`src/rtl/gray_step_monitor.sv`:
```
// Gray-code step monitor: converts each qualified Gray sample to binary and flags non-+1 steps.
// Optional build macro GRAY_MON_HOLD_OK_EN: a repeated sample counts as a legal hold, not an error.
module gray_step_monitor #(
  parameter int N     = 4,
  parameter int ERR_W = 8
) (
  input  logic             clk,
  input  logic             reset,
  input  logic [N-1:0]     gray_in,
  input  logic             in_valid,
  output logic [N-1:0]     bin_out,
  output logic             bin_valid,
  output logic             locked,
  output logic             wrap,
  output logic             step_err,
  output logic [ERR_W-1:0] err_count
);

  typedef enum logic {UNLOCKED, LOCKED} state_t;

`ifdef GRAY_MON_HOLD_OK_EN
  localparam bit HOLD_OK = 1'b1;
`else
  localparam bit HOLD_OK = 1'b0;
`endif

  state_t       state;
  logic [N-1:0] prev_bin;
  logic [N-1:0] new_bin;
  logic [N-1:0] expected;
  logic         acc;

  // NOTE: every variable assigned in always_comb gets a default first, so no latch is inferred.
  always_comb begin
    new_bin        = '0;
    acc            = gray_in[N-1];
    new_bin[N-1]   = acc;
    for (int i = N - 2; i >= 0; i--) begin
      acc        = acc ^ gray_in[i];
      new_bin[i] = acc;
    end
  end

  assign expected = prev_bin + N'(1);

  // NOTE: sequential state uses non-blocking assignments so all registers update together on the edge.
  always_ff @(posedge clk) begin
    if (reset) begin
      state     <= UNLOCKED;
      prev_bin  <= '0;
      bin_out   <= '0;
      bin_valid <= 1'b0;
      locked    <= 1'b0;
      wrap      <= 1'b0;
      step_err  <= 1'b0;
      err_count <= '0;
    end else begin
      bin_valid <= 1'b0;
      wrap      <= 1'b0;
      step_err  <= 1'b0;
      if (in_valid) begin
        bin_out   <= new_bin;
        prev_bin  <= new_bin;
        bin_valid <= 1'b1;
        case (state)
          UNLOCKED: begin
            state  <= LOCKED;
            locked <= 1'b1;
          end
          LOCKED: begin
            if (new_bin == expected) begin
              wrap <= &prev_bin;
            end else if (HOLD_OK && (new_bin == prev_bin)) begin
              // Stalled upstream: accept the repeat silently.
            end else begin
              // Resync to the new value so a single glitch costs exactly one error.
              step_err <= 1'b1;
              if (err_count != '1) err_count <= err_count + ERR_W'(1);
            end
          end
          default: state <= UNLOCKED;
        endcase
      end
    end
  end

endmodule

```
`config.mk`:
```
export PLATFORM = sky130hd
export DESIGN_NAME = gray_step_monitor
export DESIGN_NICKNAME = d
export VERILOG_FILES = /design/src/rtl/gray_step_monitor.sv
export SDC_FILE = /design/constraint.sdc
export NUM_CORES = 1
export LEC_CHECK = 0
export ABC_AREA = 0
export BUFFER_PORTS_ARGS = -buffer_cell sky130_fd_sc_hd__buf_4
export CORE_UTILIZATION = 53
export CTS_CLUSTER_DIAMETER = 100
export DETAILED_ROUTE_END_ITERATION = 12
export PLACE_DENSITY = 0.87
export SETUP_SLACK_MARGIN = 0.05
export SLEW_MARGIN = 25
export SYNTH_ARGS = -nofsm -noshare
export SYNTH_HDL_FRONTEND = slang
export SYNTH_SLANG_ARGS = --single-unit
```
`constraint.sdc`:
```
create_clock -name clk -period 3.69 [get_ports clk]
set_clock_uncertainty 0.2 [all_clocks]
set_input_delay 0.369 -clock clk [delete_from_list [all_inputs] [get_ports clk]]
set_output_delay 0.369 -clock clk [all_outputs]
set_load 0.02 [all_outputs]
```
### Word level (Yosys, flattened, before mapping)

Index checks and enable logic that the tools add are counted.

| storage, ports and cells | value |
|---|---|
| flip-flop bits (word level) | 17 |
| output and inout port bits | 16 |
| input bits | 7 |

| cells by class | value |
|---|---|
| add/sub/neg operators | 2 |
| multiplexer cells | 2 |
| reductions and logical operators | 5 |
| equality and inequality tests | 2 |
| bitwise gates (word level) | 6 |

Operators with widths:

| operator | count |
|---|---|
| adder 8 x 1 -> 8 bit (second input constant) | 1 |
| != test 8 bit (second input constant) | 1 |
| AND reduction 4 bit | 2 |
| adder 4 x 1 -> 4 bit (second input constant) | 1 |
| == test 4 bit | 1 |
| OR reduction 4 bit | 1 |
| NOT 1 bit | 3 |
| OR reduction 3 bit | 1 |
| bitwise XOR 1 bit | 3 |
| 2-to-1 mux 1 bit | 2 |
| AND reduction 2 bit | 1 |

### Longest topological paths before layout

| logic depth | value |
|---|---|
| word-level depth | 6 |
| mapped depth | 7 |
| gate-level depth less buffers | 6 |

### Worst setup path after synthesis

Ideal clock, no wire load.

| timing path | value |
|---|---|
| path kind | input -> register |
| from | input port gray_in[3] |
| to | register err_count[6] |
| stages | 6 |
| data arrival time | 1.922 ns |
| library setup time | 0.123 ns |
| slack | 1.444 ns |
| cell sequence | xor3_2 a21o_1 and4_4 buf_6 nor4_1 mux2_1 |

| between the ends | value |
|---|---|
| longest elaborated chain between the ends | 6 |

RTL lines:

| item | line | text |
|---|---|---|
| from (decl) | 9 | `input logic [N-1:0] gray_in,` |
| bitwise XOR 1 bit (3 in a row) | 39 | `acc = acc ^ gray_in[i];` |
| == test 4 bit (*) | 71 | `if (new_bin == expected) begin` |
| NOT 1 bit (no source line) (*) | n/a |  |
| AND reduction 4 bit (no source line) (*) | n/a |  |
| to (signal assigned) | 78 | `if (err_count != '1) err_count <= err_count + ERR_W'(1);` |
| to (decl) | 16 | `output logic [ERR_W-1:0] err_count` |

Every way passes the cells marked *; elsewhere a longest branch is shown, timed or not.
A chain may end at the register's enable or synchronous reset.

### Final worst setup path

| timing path | value |
|---|---|
| from | register prev_bin[0] |
| to | register err_count[6] |

| between the ends | value |
|---|---|
| longest elaborated chain between the ends | 4 |

RTL lines:

| item | line | text |
|---|---|---|
| from (decl) | 28 | `logic [N-1:0] prev_bin;` |
| from (signal assigned) | 63 | `prev_bin <= new_bin;` |
| adder 4 x 1 -> 4 bit | 44 | `assign expected = prev_bin + N'(1);` |
| == test 4 bit | 71 |  |
| NOT 1 bit (no source line) | n/a |  |
| AND reduction 4 bit (no source line) | n/a |  |

No other way between the ends.

==> results by group <==
STA
  • Worst setup slack after layout: 1550 ps
  • Period Utilization, post-route: 58.1%
  • Min Clock Period, post-route: 2140 ps
  • Finish-stage setup viols: 0
  • Worst slew margin relative to its limit: 78.1%
  • Final hold viol count: 0
  • Unrepaired setup endpoints after global routing: false
  • Setup TNS after final layout: 0 ps
  • Worst-Margin Slew: 326 ps
  • Pins over their slew limit: 0
  • Highest Clock Rate: 0.466 GHz

Clocking
  • Cell at the root of the clock tree: sky130_fd_sc_hd__clkbuf_4
  • H-Tree Level Count: 1
  • Number of gates given a new drive strength after cts: 0
  • Clock slew at the register clock pins of the worst setup and hold paths: 100 ps
  • Buffers inserted during post-CTS setup optimization: 0
  • CTS Hold Bufs: 0
  • Number of buffers created by CTS: 3
  • Clock insertion delay at the later pin of the skew report: 290 ps
  • CTS sink count: 17
  • Number of buffers on the longest clock path: 2
  • TritonCTS clock tree: yes

Layout
  • Share of post-route cells with drive strength above 1: 24.8%
  • Multi-input gate area in the final layout: 459 um^2
  • Layout overhead on the synthesized area: 22.8%
  • Storage cell area: 340 um^2
  • Finished Cell Area: 0.00102 mm^2
  • Antenna cells: 0
  • Finished Core Util: 73.7%
  • Filler-free cell count of the finished design: 128
  • Final nets: 123
  • Filler cell count in the final layout: 101
  • Commonest cells after routing, fill and taps aside: sky130_fd_sc_hd__buf_4 (22), sky130_fd_sc_hd__dfxtp_1 (17), sky130_fd_sc_hd__nor2_1 (11), sky130_fd_sc_hd__nand3_1 (8)
  • Most common cell after layout, fill and taps aside: sky130_fd_sc_hd__buf_4

Drt
  • Number of DRC markers after the initial detailed-route iteration: 26
  • Count of vias placed by the detailed router: 749
  • DRT antenna net count: 0
  • Sum of routed wire length over all layers: 1670 um
  • Average detailed-routed wire length per instance: 13.0 um
  • Via-to-Cell Ratio: 5.85
  • Number of design rule violations left after detail routing: 0
  • TritonRoute pass-1 iters: 4

Global routing
  • Overall Global Routing Usage: 19.9%
  • Overflow left after global routing: 0
  • Pin count of the biggest net entering global routing: 19
  • Wire length of the first global-routing pass: 2640 um
  • Initial antenna violation count: 0
  • Vias in the first global route: 616

Placement
  • Routability-driven placement congestion ratio: 0.789
  • Dpl ws: 1250 ps
  • Number of instances in the placed design: 124
  • Total of buffers placed on input and output ports: 22
  • Post-detail-place hpwl: 1250 um
  • Instance area after placement: 991 um^2

Run
  • Number of max-cap violations: 0

Floorplan
  • Die outline width: 41.6 um
  • Die height: 41.6 um
  • Placement row count: 13
  • Total die area: 0.00173 mm^2
  • Initial cell density of the core: 60.0%
  • Core region area: 0.00138 mm^2
  • Io pins: 23

Power and ir drop
  • Power Dens Cells: 363 mW/mm^2
  • Worst VDD drop: 0.279 mV
  • Pleak: 0.452 nW

Synthesis
  • Flop and latch count out of synthesis: 17
  • Number of distinct library cell variants in the gate-level netlist after synthesis: 27
  • Gate Count Post-Synth: 91
  • Sequential area share after synthesis: 41.0%
  • Cell area after synthesis: 830 um^2
  • Post-synthesis area per instance: 9.12 um^2
  • Number of nets in the synthesized netlist: 100
  • Yosys warning count: 0

Setup path
  • Worst flop-to-flop path endpoint: err_count[6]
  • Type of the setup path with the least slack: reg -> reg
  • Nature of the critical path startpoint: flip-flop
  • Depth of the most critical reg-to-reg path: 6
  • CP arrival: 2120 ps
  • Worst EP required: 3670 ps
  • Worst Setup End Kind: flip-flop
  • R2r startpoint: prev_bin[0]
  • Maximum fanout encountered on the critical timing path: 9
  • Register-to-register setup slack: 1550 ps

Min path
  • Number of stages on the worst hold path: 2
  • Source of the worst hold timing path: in_valid
  • Hold Crit Endpoint: prev_bin[2]
  • Type of the tightest min-delay check: in -> reg

Status
  • Result of the run: finished clean
-- logic make-up after synthesis --
group | after synthesis | synth area share [%]
XOR/XNOR | 8 | 10.4
AO/OA/AOI/OAI | 15 | 11.5
multiplexers | 5 | 6.49
flip-flops | 17 | 41.0
adder cells (fa/ha/maj) | 2 | 3.02
AND/OR/NAND/NOR | 38 | 24.0
buffers and inverters | 6 | 3.62
-- cell usage after synthesis (all sizes together) --
cell type | n | area share, %
o21ai | 2 | 1.2
dfxtp | 17 | 41
ha | 2 | 3.0
a41o | 1 | 1.2
xor3 | 1 | 3.0
buf | 1 | 1.4
nand4 | 1 | 0.75
a211oi | 2 | 1.8
and4 | 2 | 2.4
nor2b | 4 | 3.0
inv | 2 | 0.91
o31ai | 3 | 2.7
a21o | 1 | 0.91
nand3 | 8 | 4.8
nor3 | 2 | 1.2
nor2 | 11 | 5.0
xnor2 | 6 | 6.3
mux2i | 2 | 2.4
a21oi | 6 | 3.6
nand2 | 4 | 1.8
nor4 | 1 | 0.75
or4 | 3 | 2.7
clkbuf | 3 | 1.4
and3 | 2 | 1.5
xor2 | 1 | 1.1
mux2 | 3 | 4.1
-- state kept, by name, summed over array words and instances (netlist names) --
name and flops:
locked 1, state 1, err_count 8, prev_bin 4, step_err 1, wrap 1, bin_valid 1
-- area by class of cell --
class	count	area share (%)
inverter	2	0.737
sequential	17	33.4
timing repair buffer	22	16.2
clock buffer	3	2.21
clock inverter	1	0.491
tap	15	1.84
multi-input combinational	68	45.1
-- worst max-delay path by stage --
stage                           start           end  slack, ps
after floorplan            gray_in[3]  err_count[6]       1440
after global placement     gray_in[3]  err_count[6]       1370
after detailed placement   gray_in[3]  err_count[6]       1250
after CTS                 prev_bin[0]  err_count[6]       1540
after global routing      prev_bin[0]  err_count[6]       1430
final                     prev_bin[0]  err_count[6]       1550
-- routing by layer --
metal	wire [um]	up-vias	track usage, %
li1	-	372	-
met1	719	342	24.5
met2	833	33	33.1
met3	99	2	6.52
met4	14	0	5.81
met5	0	-	0
-- critical path: stages, from the launching register on --
cell,delay (ps)
sky130_fd_sc_hd__dfxtp_1,370
sky130_fd_sc_hd__ha_1,240
sky130_fd_sc_hd__xnor2_1,140
sky130_fd_sc_hd__xnor2_1,150
sky130_fd_sc_hd__and4_4,210
sky130_fd_sc_hd__nor4_1,360
sky130_fd_sc_hd__mux2_1,370
-- through the flow --
step	hold WS (ps)	power [W]
floorplan	259	0.000255
global placement	259	0.000273
detailed placement	285	0.000276
CTS	149	0.000374
global route	142	0.000388
finish	153	0.000370
-- power breakdown --
part / internal, W / switching, W
combinational: 0.0000334 / 0.0000403
sequential: 0.000191 / 0.00000761
clock: 0.0000403 / 0.0000574
(Power assumes the default switching activity.)
